[config.mk]
export PLATFORM = sky130hd
export DESIGN_NAME = display_scheduler
export DESIGN_NICKNAME = d
export VERILOG_FILES = /design/src/rtl/display_scheduler.sv
export SDC_FILE = /design/constraint.sdc
export NUM_CORES = 1
export LEC_CHECK = 0
export CAP_MARGIN = 20
export CORE_ASPECT_RATIO = 0.6
export CORE_MARGIN = 4
export CORE_UTILIZATION = 30
export CTS_CLUSTER_DIAMETER = 60
export DETAILED_ROUTE_END_ITERATION = 8
export GPL_ROUTABILITY_DRIVEN = 0
export GPL_TIMING_DRIVEN = 1
export PLACE_DENSITY = 0.57
export SLEW_MARGIN = 40
export SYNTH_ARGS = -nofsm -noshare
export SYNTH_HDL_FRONTEND = slang
export SYNTH_SLANG_ARGS = --single-unit
[constraint.sdc]
create_clock -name clk -period 2.3 [get_ports clk]
set_input_delay 0.46 -clock clk [delete_from_list [all_inputs] [get_ports clk]]
set_output_delay 0.46 -clock clk [all_outputs]
set_load 0.01 [all_outputs]
[src/rtl/display_scheduler.sv]
// display_scheduler: view FSM, alarm-ring override, edit blink and ALARM-view
// timeout for the shared 8-digit seven-segment scan driver. All outputs are
// registered one clk behind the state/inputs they reflect.
// Optional build macro: LEADING_ZERO_BLANK_EN blanks a zero hour-tens digit
// (digit 7) in the TIME view.
module display_scheduler #(
  parameter int         BLINK_HALF  = 25_000_000,
  parameter int         TIMEOUT_CYC = 1_000_000_000,
  parameter logic [7:0] EN_TIME     = 8'hFF,
  parameter logic [7:0] EN_ALARM    = 8'hF0,
  parameter logic [7:0] EN_SW       = 8'hFF
) (
  input  logic        clk,
  input  logic        rst_n,
  input  logic [31:0] time_dig,
  input  logic [7:0]  time_pt,
  input  logic [31:0] alm_dig,
  input  logic [7:0]  alm_pt,
  input  logic [31:0] sw_dig,
  input  logic [7:0]  sw_pt,
  input  logic        mode_next,
  input  logic        activity,
  input  logic [7:0]  edit_mask,
  input  logic        alarm_ring,
  output logic [3:0]  d7,
  output logic [3:0]  d6,
  output logic [3:0]  d5,
  output logic [3:0]  d4,
  output logic [3:0]  d3,
  output logic [3:0]  d2,
  output logic [3:0]  d1,
  output logic [3:0]  d0,
  output logic [7:0]  en,
  output logic [7:0]  en_point,
  output logic [1:0]  mode,
  output logic        ring_ack
);
  localparam int BW = (BLINK_HALF  > 1) ? $clog2(BLINK_HALF)  : 1;
  localparam int TW = (TIMEOUT_CYC > 1) ? $clog2(TIMEOUT_CYC) : 1;
  localparam logic [BW-1:0] BLINK_LAST = BW'(BLINK_HALF - 1);
  localparam logic [TW-1:0] TO_LAST    = TW'(TIMEOUT_CYC - 1);

  typedef enum logic [1:0] {S_TIME = 2'd0, S_ALARM = 2'd1, S_SW = 2'd2, S_RING = 2'd3} state_t;

  state_t          state, state_d, saved;
  logic            phase;
  logic [BW-1:0]   blink_cnt;
  logic [TW-1:0]   to_cnt;
  logic [7:0]      edit_q;
  logic            to_hit;
  logic [7:0][3:0] sel_dig, dig_q;
  logic [7:0]      sel_pt, en_d;

  assign to_hit = (state == S_ALARM) && !activity && (to_cnt == TO_LAST);

  // Next view: ring override first, then mode_next, then ALARM idle timeout.
  always_comb begin
    state_d = state;
    case (state)
      S_TIME:  if (alarm_ring) state_d = S_RING;
               else if (mode_next) state_d = S_ALARM;
      S_ALARM: if (alarm_ring) state_d = S_RING;
               else if (mode_next) state_d = S_SW;
               else if (to_hit) state_d = S_TIME;
      S_SW:    if (alarm_ring) state_d = S_RING;
               else if (mode_next) state_d = S_TIME;
      default: if (!alarm_ring) state_d = (saved == S_ALARM) ? S_TIME : saved;
    endcase
  end

  // Source select and blink-masked enables for the current view.
  always_comb begin
    sel_dig = time_dig;
    sel_pt  = time_pt;
    en_d    = EN_TIME & ~(edit_mask & {8{~phase}});
    case (state)
      S_ALARM: begin
        sel_dig = alm_dig;
        sel_pt  = alm_pt;
        en_d    = EN_ALARM & ~(edit_mask & {8{~phase}});
      end
      S_SW: begin
        sel_dig = sw_dig;
        sel_pt  = sw_pt;
        en_d    = EN_SW & ~(edit_mask & {8{~phase}});
      end
      S_RING: begin
        sel_dig = alm_dig;
        sel_pt  = alm_pt;
        en_d    = phase ? EN_ALARM : 8'h00;
      end
      default: ;
    endcase
`ifdef LEADING_ZERO_BLANK_EN
    if (state == S_TIME && time_dig[31:28] == 4'h0) en_d[7] = 1'b0;
`endif
  end

  // State, saved view, counters and registered outputs.
  always_ff @(posedge clk or negedge rst_n) begin
    if (!rst_n) begin
      state     <= S_TIME;
      saved     <= S_TIME;
      phase     <= 1'b1;
      blink_cnt <= '0;
      to_cnt    <= '0;
      edit_q    <= 8'h00;
      dig_q     <= '0;
      en        <= 8'h00;
      en_point  <= 8'h00;
      mode      <= 2'd0;
      ring_ack  <= 1'b0;
    end else begin
      state  <= state_d;
      edit_q <= edit_mask;
      if (state != S_RING && state_d == S_RING) saved <= state;
      // Idle count runs only while staying in ALARM without keypresses.
      if (state == S_ALARM && state_d == S_ALARM && !activity) to_cnt <= to_cnt + TW'(1);
      else to_cnt <= '0;
      // Blink restarts visible so a freshly selected digit shows at once.
      if (state_d != state || edit_mask != edit_q) begin
        blink_cnt <= '0;
        phase     <= 1'b1;
      end else if (blink_cnt == BLINK_LAST) begin
        blink_cnt <= '0;
        phase     <= ~phase;
      end else begin
        blink_cnt <= blink_cnt + BW'(1);
      end
      dig_q    <= sel_dig;
      en       <= en_d;
      en_point <= sel_pt & en_d;
      mode     <= state;
      ring_ack <= (state == S_RING) && mode_next;
    end
  end

  assign d0 = dig_q[0];
  assign d1 = dig_q[1];
  assign d2 = dig_q[2];
  assign d3 = dig_q[3];
  assign d4 = dig_q[4];
  assign d5 = dig_q[5];
  assign d6 = dig_q[6];
  assign d7 = dig_q[7];
endmodule

After elaboration in Yosys (flattened, before gate mapping)
Index checks and enable logic that the tools add are counted.
{ "totals": {"register_bits": 119} }
{ "op_classes": {"n_addsub": 2, "bitwise_logic": 4, "n_eq_ne": 11, "mux": 19, "reduce_logical": 11} }
{ "ops": {"columns": ["operator", "n"], "rows": [
  ["$pmux W32 S2", 1],
  ["$mux W25", 2],
  ["$pmux W8 S2", 2],
  ["$add A30 B1 Y30 const B", 1],
  ["$eq A30 B30 Y1 const B", 1],
  ["$mux W30", 1],
  ["$add A25 B1 Y25 const B", 1],
  ["$eq A25 B25 Y1 const B", 1],
  ["$mux W2", 9],
  ["$and A8 B8 Y8", 2],
  ["$mux W8", 1],
  ["$ne A8 B8 Y1", 1],
  ["$not A8 Y8", 1],
  ["$eq A2 B1 Y1 const B", 3],
  ["$eq A2 B2 Y1 const B", 3],
  ["$logic_and A1 B1 Y1", 6],
  ["$pmux W2 S3", 1],
  ["$logic_not A2 Y1", 1],
  ["$mux W1", 2],
  ["$ne A2 B2 Y1", 1],
  ["$ne A2 B2 Y1 const B", 1],
  ["$reduce_bool A2 Y1", 1],
  ["$reduce_or A2 Y1", 1],
  ["$logic_not A1 Y1", 1],
  ["2 further kinds", 2]
]} }

Longest topological paths before layout
{ "depth": {"depth_word": 11, "mapped_depth": 8, "mapped_depth_nobuf": 6} }

Worst setup path before layout
OpenSTA, ideal clock, no wires.
{ "synth_timing": {"path_type": "register to register", "from": "register to_cnt[18]", "to": "register phase", "path_slack_ns": 0.269, "path_buffers": 0, "t_arrival_ns": 1.943, "synth_period_minus_slack_ns": 2.031, "required_ns": 2.212, "path_stages_with_launch": 6, "cell_sequence": "dfrtp_1 > or4b_1 > nor4_2 > a31oi_2 > xnor2_4 > or3_1"} }
{ "synth_between": {"elab_chain_len": 9, "elab_cells_between_ends": 10} }
{ "synth_lines": {"columns": ["element", "line_no", "rtl"], "rows": [
  ["start, declared", "48", "logic [TW-1:0] to_cnt;"],
  ["start signal, assigned", "118", "if (state == S_ALARM && state_d == S_ALARM && !activity) to_cnt <= to_cnt + TW'(1);"],
  ["$eq A30 B30 Y1 *", "54", "assign to_hit = (state == S_ALARM) && !activity && (to_cnt == TO_LAST);"],
  ["$logic_and A1 B1 Y1 *", "54", null],
  ["$mux W2 *", "64", "else if (to_hit) state_d = S_TIME;"],
  ["$mux W2 *", "63", "else if (mode_next) state_d = S_SW;"],
  ["$mux W2 *", "62", "S_ALARM: if (alarm_ring) state_d = S_RING;"],
  ["$pmux W2 S3 *", "59", "case (state)"],
  ["named net state_d[0]", "45", "state_t state, state_d, saved;"],
  ["$ne A2 B2 Y1 *", "121", "if (state_d != state || edit_mask != edit_q) begin"],
  ["$logic_or A1 B1 Y1 *", "121", null],
  ["$mux W1 or $reduce_bool A2 Y1 (tied branches)", null, null],
  ["end signal, assigned", "126", "phase <= ~phase;"],
  ["end, declared", "46", "logic phase;"]
]} }
The timed path passes the listed nets; every way through them passes the cells marked *.
A chain may end at the register's enable or synchronous reset.

Worst setup path in the final report
Ends and elaborated chain as after synthesis.

==> tab_implementation.tex <==
\begin{tabular}{lr}
\hline
Metric & Value \\
\hline
\multicolumn{2}{l}{\textbf{Status}} \\
\quad Status & completed \\
\multicolumn{2}{l}{\textbf{Placed design}} \\
\quad Hpwl dp & $\sim$11,000 µm \\
\quad Placed inst area & 7810 µm² \\
\quad Quantity of I/O buffers inserted on ports & around 180 \\
\quad Setup WS pre-CTS & -0.0898 ns \\
\quad Placed cells & roughly 960 \\
\multicolumn{2}{l}{\textbf{Worst setup path}} \\
\quad Kind of critical path & register to register \\
\quad Data arrival time of the critical path & 2.50 ns \\
\quad Worst Reg2Reg Path Length in Cells & 6 \\
\quad Startpoint class of the critical path & register \\
\quad WP data required & 2.63 ns \\
\quad Type of destination of the critical path & register \\
\quad Largest fanout on the critical path & 26 \\
\multicolumn{2}{l}{\textbf{Final layout}} \\
\quad Final core occ & 0.465 \\
\quad Final Cell Area & about 8400 µm² \\
\quad Fraction of layout cells with a size suffix above 1 & 0.0963 \\
\quad Commonest non-fill, non-tap cell in the layout & sky130\_fd\_sc\_hd\_\_clkdlybuf4s50\_1 \\
\quad Final Instance Count excl. Fillers & a little under 1,000 \\
\quad Fill cells & $\sim$1,700 \\
\quad Commonest cells after routing, fill and taps aside & sky130\_fd\_sc\_hd\_\_clkdlybuf4s50\_1, sky130\_fd\_sc\_hd\_\_dfrtp\_1, sky130\_fd\_sc\_hd\_\_nand2\_1, sky130\_fd\_sc\_hd\_\_nor2\_1 \\
\quad Antenna Diode Count & 0 \\
\quad Layout net count & 870 \\
\quad Area growth from synthesis to layout & 51.7\% \\
\multicolumn{2}{l}{\textbf{Clock network}} \\
\quad CTS root buf & sky130\_fd\_sc\_hd\_\_clkbuf\_16 \\
\quad H-tree levels & 4 \\
\quad Clock latency on the worst-skew pair & $\sim$0.41 ns \\
\quad Clock net sink count & 119 \\
\quad Clock transition at the registers of the reported paths & around 0.060 ns \\
\quad CTS tree & built \\
\quad TritonCTS Buffers & 17 \\
\quad Clock Tree Buf Depth & 2 \\
\quad Quantity of hold-fixing buffers added after cts & 0 \\
\multicolumn{2}{l}{\textbf{Die}} \\
\quad Width of the chip & approximately 180 µm \\
\quad Starting utilization of the core area & 0.306 \\
\quad Number of top-level design ports & 184 \\
\quad Die Footprint & about 21,000 µm² \\
\quad Num rows & 38 \\
\quad Chip Height & 113 µm \\
\quad Placeable core region & approximately 18,000 µm² \\
\multicolumn{2}{l}{\textbf{STA}} \\
\quad Total of endpoints with negative setup slack in the final report & 0 \\
\quad Final hold violation count & 0 \\
\quad Final clock period utilization by the worst path & 0.944 \\
\quad Final Max Tran Viols & 0 \\
\quad PnR worst setup slack & about 0.13 ns \\
\quad Worst-case headroom to the max-slew limit & 0.524 \\
\quad Final period demand of the worst path & 2.17 ns \\
\quad RSZ-0062 raised after global routing & false \\
\quad Slew at the pin closest to its max-slew limit & approximately 0.71 ns \\
\quad Clk\_skew & between 0.009 and 0.01 ns \\
\quad Fmax achieved & roughly 460 MHz \\
\multicolumn{2}{l}{\textbf{Logic synthesis}} \\
\quad Warnings, synthesis & 0 \\
\quad Synth Register Bits & between 100 and 150 \\
\quad Number of nets produced by synthesis & approximately 670 \\
\quad Synth cell types & 40 \\
\quad Post-Syn Instances & 531 \\
\quad Syn Std Cell Area & 5550 µm² \\
\quad Portion of the post-synthesis area used by sequential elements & 0.537 \\
\quad Mean cell area of the mapped netlist & about 10 µm² \\
\multicolumn{2}{l}{\textbf{Pwr}} \\
\quad Worst IR Drop VDD & approximately 0.0006 V \\
\quad Cell leakage power & between 3 and 4 nW \\
\quad Overall power consumption & around 6.4 mW \\
\quad Pwr per Cell Area & between 700 and 800 nW/µm² \\
\multicolumn{2}{l}{\textbf{Run}} \\
\quad Max cap viols & 0 \\
\multicolumn{2}{l}{\textbf{Routing}} \\
\quad Remaining DRCs & 0 \\
\quad Antenna-violating nets left & 0 \\
\quad Routed Wire Length & between 15,000 and 20,000 µm \\
\quad Routed via count divided by cell count & around 4.7 \\
\quad Routed len/inst & 15.7 µm \\
\quad Vias after detailed routing & around 4,700 \\
\quad Iteration-0 DRC Markers & 363 \\
\quad Initial DRT Pass Iterations & 4 \\
\multicolumn{2}{l}{\textbf{GRT}} \\
\quad All-Layer GR Usage & 0.150 \\
\quad Via count of the first global-routing pass & about 4,900 \\
\quad Sum of overflow across all layers after global routing & 0 \\
\quad Global-route wire length before repair & approximately 25,000 µm \\
\quad Number of antenna violations at the first check in global routing & 0 \\
\quad Largest net degree at the start of global routing & between 100 and 150 \\
\multicolumn{2}{l}{\textbf{Worst hold path}} \\
\quad Worst min-delay path class & input pin to asynchronous set/reset pin \\
\hline
\end{tabular}
## worst paths after layout
check,startpoint,endpoint,slack (ns)
max in group asynchronous,rst_n,to_cnt[9],1.64
max,to_cnt[18],phase,0.13
min,rst_n,blink_cnt[4],0.06
max reg2reg,to_cnt[18],phase,0.13
min in group clk,to_cnt[0],to_cnt[0],0.48
min reg2reg,to_cnt[0],to_cnt[0],0.48
## through the flow
step           hold WS, ns  TNS [ns]
6_report            0.0600         0
5_1_grt              0.156         0
4_1_cts              0.171         0
3_5_place_dp         0.479     -1.46
2_1_floorplan        0.164         0
3_3_place_gp         0.479    -0.771
## what timing repair did
item	4_1_cts	5_1_grt
setup buffers	0	0
endpoints found under the setup margin	1	27
pin swaps	0	1
gates resized for setup	1	2
## area by class of cell
cell class | instances | area [µm²] | area share
clock inverter | 13 | 148 | 0.0175
inverter | 10 | 37.5 | 0.00446
sequential | 119 | 2980 | 0.354
timing repair buffer | 209 | 2060 | 0.245
tap | 240 | 300 | 0.0357
clock buffer | 19 | 443 | 0.0526
multi-input combinational | 378 | 2450 | 0.290
## worst max-delay path, stage by stage (launching register included)
cell	delay (ns)
sky130_fd_sc_hd__dfrtp_1	0.38
sky130_fd_sc_hd__or4b_1	0.59
sky130_fd_sc_hd__nor4_4	0.26
sky130_fd_sc_hd__a31oi_4	0.17
sky130_fd_sc_hd__xnor2_4	0.17
sky130_fd_sc_hd__buf_12	0.16
sky130_fd_sc_hd__or3_1	0.36
## cells by family (layout without fill, tap and decap cells)
group                      after synthesis  in the layout  share of synthesized area
muxes                                   40             40                     0.0721
AOI/OAI and AO/OA                       53             53                     0.0545
and+or+nand+nor                        223            223                      0.207
xor gates and xnor gates                60             60                     0.0980
buffers and inverters                   34            251                     0.0270
DFF                                    119            119                      0.537
adders and majority gates                2              2                    0.00451
## sequential cells by signal, indices dropped and copies added (netlist names), 8 cells and up
| name | cells |
|---|---|
| blink_cnt | 25 |
| edit_q | 8 |
| en | 8 |
| en_point | 8 |
| to_cnt | 30 |
## routing by layer
metal / GRT usage / vias to the layer above / part of all wire
met4: 0.0322 / 0 / 0.0051
met5: 0 / - / 0
met2: 0.236 / 146 / 0.45
met3: 0.0478 / 9 / 0.084
li1: - / 2274 / -
met1: 0.206 / 2242 / 0.46
## Yosys cell counts (all sizes together)
master,count,area [µm²]
inv,8,30.0
or3,4,25.0
nand3,27,135
a21oi,6,30.0
and2,1,6.26
or4b,1,10.0
nand2,49,184
xnor2,20,194
nor4,14,115
ha,2,25.0
buf,12,67.6
a221oi,1,8.76
nand4b,2,17.5
nor4b,3,26.3
nor3,27,135
nor2b,7,43.8
nor3b,2,15.0
and4,4,35.0
and3,12,75.1
mux2i,40,400
clkinv,2,7.51
xor2,40,350
dfstp,1,26.3
or2,2,12.5
nor4bb,1,10.0
a31oi,1,12.5
o21ai,39,195
nand4,21,131
o211a,4,40.0
clkbuf,12,45.0
nor2,46,173
o21a,1,7.51
a41oi,1,8.76
dfrtp,118,2950
## where the power goes
part	switching [mW]	internal [mW]	leakage (nW)
clock network	1.02	1.63	0.276
registers	0.0838	2.30	1.51
logic	0.640	0.766	1.79
total	1.74	4.70	3.58
Note: power is estimated with default switching activity, not from simulation.
